`src/rtl/fpadd_share_arbiter_if.sv`:
```
// Bundle of requester, shared-adder and response signals for fpadd_share_arbiter.
// slave: the arbiter side. master: requesters plus the shared adder.
interface fpadd_share_arbiter_if #(
  parameter int unsigned NUM_REQ = 4
);
  logic [NUM_REQ-1:0]    req_valid;
  logic [NUM_REQ-1:0]    req_ready;
  logic [NUM_REQ*16-1:0] req_a;
  logic [NUM_REQ*16-1:0] req_b;
  logic [NUM_REQ-1:0]    req_op;

  logic                  add_in_valid;
  logic [15:0]           add_a;
  logic [15:0]           add_b;
  logic                  add_op;
  logic [15:0]           add_result;
  logic [4:0]            add_flags;

  logic [NUM_REQ-1:0]    rsp_valid;
  logic [15:0]           rsp_data;
  logic [4:0]            rsp_flags;
  logic                  busy;

  modport slave (
    input  req_valid, req_a, req_b, req_op, add_result, add_flags,
    output req_ready, add_in_valid, add_a, add_b, add_op, rsp_valid, rsp_data, rsp_flags, busy
  );

  modport master (
    output req_valid, req_a, req_b, req_op, add_result, add_flags,
    input  req_ready, add_in_valid, add_a, add_b, add_op, rsp_valid, rsp_data, rsp_flags, busy
  );
endinterface

```
`src/rtl/fpadd_share_arbiter.sv`:
```
// Round-robin arbiter sharing one fixed-latency FP16 add/sub unit among NUM_REQ requesters.
// A tag pipeline tracks which requester owns each in-flight result; per-requester credit
// counters cap the number of outstanding operations.
module fpadd_share_arbiter #(
  parameter int unsigned NUM_REQ  = 4,
  parameter int unsigned PIPE_LAT = 5,
  parameter int unsigned MAX_OUT  = 2
) (
  input logic                  clk,
  input logic                  resetn,
  fpadd_share_arbiter_if.slave bus
);

  localparam int unsigned IdxW = (NUM_REQ > 1) ? $clog2(NUM_REQ) : 1;
  localparam int unsigned CntW = $clog2(MAX_OUT + 1);

  logic [IdxW-1:0]                ptr_q, ptr_d;
  logic [NUM_REQ-1:0][CntW-1:0]   cnt_q, cnt_d;
  logic [PIPE_LAT:0]              tag_vld_q;
  logic [PIPE_LAT:0][IdxW-1:0]    tag_idx_q;
  logic                           add_in_valid_q;
  logic [15:0]                    add_a_q, add_b_q;
  logic                           add_op_q;

  logic [NUM_REQ-1:0]             rsp_hit;
  logic [NUM_REQ-1:0]             elig;
  logic                           gnt_vld;
  logic [IdxW-1:0]                gnt_idx;
  logic [NUM_REQ-1:0]             gnt_oh;
  logic [15:0]                    sel_a, sel_b;
  logic                           sel_op;

  // Decode the tag leaving the last stage into a one-hot response.
  always_comb begin
    rsp_hit = '0;
    if (tag_vld_q[PIPE_LAT]) rsp_hit[tag_idx_q[PIPE_LAT]] = 1'b1;
  end

  // A requester whose response returns this cycle frees a slot it may reuse immediately.
  always_comb begin
    elig = '0;
    for (int unsigned i = 0; i < NUM_REQ; i++) begin
      elig[i] = (cnt_q[i] < CntW'(MAX_OUT)) || rsp_hit[i];
    end
  end

  // Round-robin search from the pointer; ineligible requesters are skipped.
  always_comb begin
    int unsigned cand;
    cand    = 0;
    gnt_vld = 1'b0;
    gnt_idx = '0;
    for (int unsigned k = 0; k < NUM_REQ; k++) begin
      cand = (32'(ptr_q) + k) % NUM_REQ;
      if (!gnt_vld && bus.req_valid[cand] && elig[cand]) begin
        gnt_vld = 1'b1;
        gnt_idx = IdxW'(cand);
      end
    end
    // No acceptance while reset is held.
    if (!resetn) gnt_vld = 1'b0;
  end

  // Grant one-hot, granted operand slice and next pointer.
  always_comb begin
    gnt_oh = '0;
    if (gnt_vld) gnt_oh[gnt_idx] = 1'b1;
    sel_a  = bus.req_a[32'(gnt_idx) * 16 +: 16];
    sel_b  = bus.req_b[32'(gnt_idx) * 16 +: 16];
    sel_op = bus.req_op[gnt_idx];
    ptr_d  = ptr_q;
    if (gnt_vld) begin
      ptr_d = (32'(gnt_idx) == NUM_REQ - 1) ? '0 : gnt_idx + IdxW'(1);
    end
  end

  // Outstanding counters: +1 on grant, -1 on response, unchanged when both coincide.
  always_comb begin
    cnt_d = cnt_q;
    for (int unsigned i = 0; i < NUM_REQ; i++) begin
      if (gnt_oh[i] && !rsp_hit[i]) begin
        cnt_d[i] = cnt_q[i] + CntW'(1);
      end else if (!gnt_oh[i] && rsp_hit[i]) begin
        cnt_d[i] = cnt_q[i] - CntW'(1);
      end
    end
  end

  // State: pointer, counters, tag pipeline and registered adder issue.
  always_ff @(posedge clk or negedge resetn) begin
    if (!resetn) begin
      ptr_q          <= '0;
      cnt_q          <= '0;
      tag_vld_q      <= '0;
      tag_idx_q      <= '0;
      add_in_valid_q <= 1'b0;
      add_a_q        <= '0;
      add_b_q        <= '0;
      add_op_q       <= 1'b0;
    end else begin
      ptr_q          <= ptr_d;
      cnt_q          <= cnt_d;
      tag_vld_q[0]   <= gnt_vld;
      tag_idx_q[0]   <= gnt_idx;
      for (int unsigned k = 1; k <= PIPE_LAT; k++) begin
        tag_vld_q[k] <= tag_vld_q[k-1];
        tag_idx_q[k] <= tag_idx_q[k-1];
      end
      add_in_valid_q <= gnt_vld;
      if (gnt_vld) begin
        add_a_q  <= sel_a;
        add_b_q  <= sel_b;
        add_op_q <= sel_op;
      end
    end
  end

  assign bus.req_ready    = gnt_oh;
  assign bus.add_in_valid = add_in_valid_q;
  assign bus.add_a        = add_a_q;
  assign bus.add_b        = add_b_q;
  assign bus.add_op       = add_op_q;
  assign bus.rsp_valid    = rsp_hit;
  assign bus.rsp_data     = (|rsp_hit) ? bus.add_result : 16'h0000;
  assign bus.rsp_flags    = (|rsp_hit) ? bus.add_flags : 5'h00;
  assign bus.busy         = (|tag_vld_q) | add_in_valid_q;

endmodule

```
`src/flat_wrapper.sv`:
```
// flat-port wrapper written by rule: the top's interface ports become plain ports
module fpadd_share_arbiter_flat 
#(
  parameter int unsigned NUM_REQ  = 4,
  parameter int unsigned PIPE_LAT = 5,
  parameter int unsigned MAX_OUT  = 2
)
  (clk, resetn, bus_req_valid, bus_req_a, bus_req_b, bus_req_op, bus_add_result, bus_add_flags, bus_req_ready, bus_add_in_valid, bus_add_a, bus_add_b, bus_add_op, bus_rsp_valid, bus_rsp_data, bus_rsp_flags, bus_busy);
  fpadd_share_arbiter_if #(.NUM_REQ(NUM_REQ)) bus_i ();
  input logic clk;
  input logic resetn;
  input wire logic [$bits(bus_i.req_valid)-1:0] bus_req_valid;
  input wire logic [$bits(bus_i.req_a)-1:0] bus_req_a;
  input wire logic [$bits(bus_i.req_b)-1:0] bus_req_b;
  input wire logic [$bits(bus_i.req_op)-1:0] bus_req_op;
  input wire logic [$bits(bus_i.add_result)-1:0] bus_add_result;
  input wire logic [$bits(bus_i.add_flags)-1:0] bus_add_flags;
  output wire logic [$bits(bus_i.req_ready)-1:0] bus_req_ready;
  output wire logic [$bits(bus_i.add_in_valid)-1:0] bus_add_in_valid;
  output wire logic [$bits(bus_i.add_a)-1:0] bus_add_a;
  output wire logic [$bits(bus_i.add_b)-1:0] bus_add_b;
  output wire logic [$bits(bus_i.add_op)-1:0] bus_add_op;
  output wire logic [$bits(bus_i.rsp_valid)-1:0] bus_rsp_valid;
  output wire logic [$bits(bus_i.rsp_data)-1:0] bus_rsp_data;
  output wire logic [$bits(bus_i.rsp_flags)-1:0] bus_rsp_flags;
  output wire logic [$bits(bus_i.busy)-1:0] bus_busy;
  assign bus_i.req_valid = bus_req_valid;
  assign bus_i.req_a = bus_req_a;
  assign bus_i.req_b = bus_req_b;
  assign bus_i.req_op = bus_req_op;
  assign bus_i.add_result = bus_add_result;
  assign bus_i.add_flags = bus_add_flags;
  assign bus_req_ready = bus_i.req_ready;
  assign bus_add_in_valid = bus_i.add_in_valid;
  assign bus_add_a = bus_i.add_a;
  assign bus_add_b = bus_i.add_b;
  assign bus_add_op = bus_i.add_op;
  assign bus_rsp_valid = bus_i.rsp_valid;
  assign bus_rsp_data = bus_i.rsp_data;
  assign bus_rsp_flags = bus_i.rsp_flags;
  assign bus_busy = bus_i.busy;
  fpadd_share_arbiter #(.NUM_REQ(NUM_REQ), .PIPE_LAT(PIPE_LAT), .MAX_OUT(MAX_OUT)) u_core (.clk(clk), .resetn(resetn), .bus(bus_i));
endmodule
```
`config.mk`:
```
export PLATFORM = sky130hd
export DESIGN_NAME = fpadd_share_arbiter_flat
export DESIGN_NICKNAME = d
export VERILOG_FILES = /design/src/rtl/fpadd_share_arbiter_if.sv /design/src/rtl/fpadd_share_arbiter.sv /design/src/flat_wrapper.sv
export SDC_FILE = /design/constraint.sdc
export NUM_CORES = 1
export LEC_CHECK = 0
export ABC_AREA = 1
export BUFFER_PORTS_ARGS = -buffer_cell sky130_fd_sc_hd__buf_2
export CORE_MARGIN = 10
export CORE_UTILIZATION = 43
export CTS_CLUSTER_DIAMETER = 200
export CTS_CLUSTER_SIZE = 10
export DETAILED_ROUTE_END_ITERATION = 8
export PLACE_DENSITY = 0.74
export SETUP_SLACK_MARGIN = 0.2
export SLEW_MARGIN = 20
export SYNTH_ARGS = -nofsm -noshare
export SYNTH_HDL_FRONTEND = slang
export SYNTH_SLANG_ARGS = --single-unit
```
`constraint.sdc`:
```
create_clock -name clk -period 2.6 [get_ports clk]
set_clock_uncertainty 0.15 [all_clocks]
set_input_delay 0.65 -clock clk [delete_from_list [all_inputs] [get_ports clk]]
set_output_delay 0.65 -clock clk [all_outputs]
set_load 0.05 [all_outputs]
```
# Word level (Yosys, flattened, before mapping)
# Cells that the tools add are included.
# word_totals
reg_bits	62
wordCells	126
inputBits	159
# op_classes
n_bitwise	1
n_mux	44
n_shift	2
order_cmp	12
n_addsub	12
n_reduce_logical	38
eq_ne	1
# op_table
cell	count
$shiftx A64 B7 Y16	2
$mux W2	13
$bmux W1 S2	9
$lt A2 B3 Y1 const B	6
$logic_and A1 B1 Y1	17
$mux W1	16
$mux W16	1
$add A2 B1 Y2 const B	6
$logic_not A1 Y1	11
$lt A2 B2 Y1 const B	4
$mux W4	2
$reduce_bool A2 Y1	4
$sub A2 B1 Y2 const B	4
$reduce_or A6 Y1	1
$mux W5	1
$add A2 B2 Y2 const B	2
$demux W1 S2	2
$ge A2 B1 Y1 const B	2
$logic_or A1 B1 Y1	4
$reduce_or A4 Y1	1
$eq A2 B2 Y1 const B	1
$or A1 B1 Y1	1

# Logic depth before layout (Yosys ltp)
# depth
depth_word	31
mapped_depth	20
ltp_nobuf	19

# Least setup slack after synthesis
# No wires, ideal clock.
# synth_timing
path_kind	input to register
start	in bus_req_valid[1]
end	reg u_core.cnt_q[3] in the netlist's numbering
stages	16
arrival_time_ps	3567
setup_slack_ps	-1241
n_path_buf	1
path_cell_list	inv_1 nand2_1 o21ai_0 nand2_1 nand2_1 nand3b_2 nand3_2 nand3_1 nand2_1 nand2_2 buf_4 nor3_1 ha_1 a21oi_1 o21ai_0 xnor2_1
# synth_between
elab_chain_cells	24
word_cells_on_any_way	38
classes_between	order compare: 2; mux: 21; reduce/logical: 15
# synth_rtl
item	line	text
from (decl)	flat_wrapper.sv:12	input wire logic [$bits(bus_i.req_valid)-1:0] bus_req_valid;
$bmux W1 S2	fpadd_share_arbiter.sv:55	if (!gnt_vld && bus.req_valid[cand] && elig[cand]) begin
$mux W1 (not written as such)	fpadd_share_arbiter.sv:55	
$logic_and A1 B1 Y1	fpadd_share_arbiter.sv:55	
$mux W1	fpadd_share_arbiter.sv:55	
$logic_not A1 Y1	fpadd_share_arbiter.sv:55	
$logic_and A1 B1 Y1 (2 in series)	fpadd_share_arbiter.sv:55	
$mux W1	fpadd_share_arbiter.sv:55	
$logic_not A1 Y1	fpadd_share_arbiter.sv:55	
[... 7 more ...]	n/a	
named net u_core.gnt_idx[1]	fpadd_share_arbiter.sv:28	logic [IdxW-1:0] gnt_idx;
[... 1 more ...]	n/a	
$logic_and A1 B1 Y1 (not written as such)	fpadd_share_arbiter.sv:67	if (gnt_vld) gnt_oh[gnt_idx] = 1'b1;
$mux W1 (not written as such)	fpadd_share_arbiter.sv:67	
$demux W1 S2 *	n/a	
$mux W4 *	fpadd_share_arbiter.sv:67	
named net bus_req_ready[1]	flat_wrapper.sv:18	output wire logic [$bits(bus_i.req_ready)-1:0] bus_req_ready;
$logic_not A1 Y1	fpadd_share_arbiter.sv:83	end else if (!gnt_oh[i] && rsp_hit[i]) begin
$logic_and A1 B1 Y1	fpadd_share_arbiter.sv:83	
$reduce_bool A2 Y1 (no line)	n/a	
to (signal assigned)	fpadd_share_arbiter.sv:102	cnt_q <= cnt_d;
to (decl)	fpadd_share_arbiter.sv:18	logic [NUM_REQ-1:0][CntW-1:0] cnt_q, cnt_d;
# Mark *: on every way through the listed nets, which the timed path passes. The rest lies on a longest branch. The select of a mux whose other input is x is not followed.
# A chain may end at the register's enable or synchronous reset.

# Worst setup path in the final report
# layout_timing
start	reg u_core.ptr_q[0]
end	out bus_req_ready[3]
# layout_between
elab_chain_cells	21
word_cells_on_any_way	44
classes_between	add/sub: 3; order compare: 2; mux: 28; reduce/logical: 11
# layout_rtl
item	line	text
from (decl)	fpadd_share_arbiter.sv:17	logic [IdxW-1:0] ptr_q, ptr_d;
from (signal assigned)	fpadd_share_arbiter.sv:101	ptr_q <= ptr_d;
parallel branches: the longest is 20 deep, another holds $add A2 B1 Y2	n/a	
$mux W4 *	fpadd_share_arbiter.sv:67	
to (decl)	flat_wrapper.sv:18	
# Mark *: on every way between the ends. The select of a mux whose other input is x is not followed.

==> results.md <==
* Status: complete, but fails checks
* Failing checks: setup timing
* Hold buffer count at cts at 0
* Levels on crit path at 14
* FFs w/ async S/R, synth at 100%
* Final min period at 3080 ps
* Crit path cell chain: buf_12 > nand2_1 > o21ai_2 > nand4_1 > nand2_2 > buf_4 > a21oi_1 > nand2_2 > nand2_4 > inv_1 > ha_2 > inv_2 > nor2_4 > buf_6
* CTS tree: yes
* Die X at 124 microns
* MaxCap Viol Count at 0
* Max incr delay on CP at 460 ps
* Clock Sinks at 61
* Core Box Area at 10,400 sq um
* Final worst path period share at 119%
* Hold path depth at 0
* Placer Congestion at 0.854
* Least-Margin Pin Slew at 833 ps
* Distinct cells, synth at 25
* Detailed-route via count at 5,118
* Top Family by Delay on Critical Path: buffers and inverters
* Gr ovfl total at 0
* Maximum clock insertion buffer count at 2
* CP Launch Type: flop
* RSZ-0062 raised after global routing: true
* Worst-Skew Late Latency at 330 ps
* Area growth, synth to finish at 39.7%
* Avg WL per Cell at 13.4 microns
* Die Footprint at 15,300 sq um
* Final setup viols at 43
* Post-synth top area share at 33.0%
* H-tree levels at 3
* Post-Syn Nets at 896
* Ys Warns at 0
* DR DRC count at 0
* Clk root buf: clkbuf_8
* Mux share of post-synthesis cell area at 0.216%
* I/O pins at 223
* Post-Syn Area at 4630 sq um
* Avg Cell Area, Syn at 6.32 sq um
* CP Data Arrival Time at 2280 ps
* Final hold viol count at 0
* Most common cell in the synthesized netlist: nand2_1
* Cell mode on critical path: nand2_2
* DPL Wire Length at 11,300 microns
* Sequential area share after synthesis at 33.0%
* Reg-to-Reg Start: u_core.ptr_q[0]$_DFFE_PN0N_
* Critical setup path kind: flop to primary output
* Number of synthesized register bits at 61
* Top cells by area, synth: dfrtp_1, nand2_1, nand3_1
* R2R Setup Slk at -130 ps
* DRT Pass-1 Iters at 4
* Hold worst-path end: u_core.tag_idx_q[2]$_DFF_PN0_
* Clock buffer count from CTS at 9
* First-pass GRT wire length at 23,400 microns
* XOR/XNOR share of the synthesized area at 1.89%
* Fmax at 324 MHz
* Largest net degree at the start of global routing at 67
* Overall global routing resource usage at 18.8%
* Row count at 37
* Initial DRC count at 272
* RR Endpoint: u_core.cnt_q[7]$_DFFE_PN0P_
* Slew Limit Fails at 0
* CP bufs+invs at 5
* Routed Antenna Nets at 0
* Slew HR at 44.4%
* Post-synthesis simple-gate area fraction at 42.0%
* Vias/cell at 4.61
* Post-Route WL at 14,900 microns
* Starting Density at 44.4%
* CP endpoint kind: primary output
* Synth cell count leaders: nand2_1, inv_1, nand3_1
* Hold Startpoint: u_core.tag_idx_q[0]$_DFF_PN0_
* Final core occ at 62.1%
* Worst hold path type: flop to flop
* Vias in the first global route at 4,956
* Main combinational cell family by area after synthesis: simple AND/OR/NAND/NOR gates
* Top_reg_cell synth: dfrtp_1
* Gate Count Post-Synth at 732
* Post-synth EDFFs at 0
* IO Port Bufs at 222
* Die Height at 124 microns
* Share of layout cells above drive strength 1 at 36.7%
* Worst setup path start: u_core.ptr_q[0]$_DFFE_PN0N_
* Initial antenna violation count at 2
* Worst reg-to-reg path cell count at 18
* Critical-path top delay cell: dfrtp_2
* Fin nets at 1,132
* Yosys top cell by area: dfrtp_1
* Setup WS post-layout at -483 ps
* Post-synthesis compound-gate area fraction at 1.62%
* Adder-Cell Fraction of Synth Area at 1.35%
* Crit-path max FO at 16
* CP required at 1800 ps
* Clock Pin Slew Worst Setup and Hold Paths at 70 ps
metal layers:
layer | share of wire [%] | GRT usage, %
met5 | 0 | 0
met4 | 1.6 | 6.62
met3 | 9.5 | 6.29
met2 | 48 | 31.8
met1 | 41 | 21.8
worst max-delay path by stage:
stage                                   to  slack (ps)
2_1_floorplan  u_core.cnt_q[3]$_DFFE_PN0P_        -320
5_1_grt                   bus_req_ready[3]        -630
3_5_place_dp              bus_req_ready[2]        -500
4_1_cts                   bus_req_ready[3]        -480
3_3_place_gp              bus_req_ready[2]        -450
6_report                  bus_req_ready[3]        -480
flip-flops by register name, indices dropped and copies added, names as in the netlist:
register           cells
u_core.bus.add_a      16
u_core.bus.add_b      16
u_core.tag_idx_q      12
u_core.cnt_q           8
u_core.tag_vld_q       6
u_core.ptr_q           2
u_core.bus.add_op      1
cells by family after synthesis:
logic type | after synthesis
flops | 61
compound gates | 15
fa+ha+maj | 5
buf+inv | 215
xor+xnor | 10
mux | 1
simple gates | 425
cells in the final DEF (no fill, tap or decap), types with 5 or more instances in the layout:
cell      instances
nand2_1         242
buf_2           218
inv_1           167
nand3_1         123
dfrtp_1          57
buf_4            39
nand3_2          27
nand2_2          11
clkbuf_8          9
buf_6             7
inv_2             6
xnor2_1           6
nand3_4           5
o21ai_1           5
per-stage QoR:
stage / setup TNS, ps / std cells / setup WS, ps / hold WS, ps / cell area [sq um]
detailed placement: -13270 / 1089 / -502 / 185 / 6120
finish: -4740 / 1111 / -483 / 191 / 6470
global route: -12120 / 1111 / -631 / 200 / 6470
floorplan: -2560 / 732 / -319 / 181 / 4810
CTS: -3540 / 1107 / -476 / 197 / 6400
global placement: -11880 / 1089 / -451 / 181 / 6120
what timing repair did:
| action | 4_1_cts | 5_1_grt |
|---|---|---|
| buffers inserted | 2 | 2 |
| gates cloned | 0 | 0 |
| resized for setup | 23 | 13 |
| endpoints found under the setup margin | 46 | 47 |
| endpoints found under the hold margin | 0 | 0 |
| pin swaps | 4 | 4 |
final cells by class:
cell class / instances / area, sq um
inverters: 175 / 669
flip-flops and latches: 61 / 1530
repair buffers: 265 / 1480
multi-input cells: 456 / 2430
diodes: 2 / 5.00
fillers: 1001 / 3950
clock inverters: 7 / 50.0
well taps: 136 / 170
clock buffers: 9 / 124
Power is left out: the tool's default activity adds up to more than one toggle a clock period on the data nets, which glitch-free logic cannot reach.
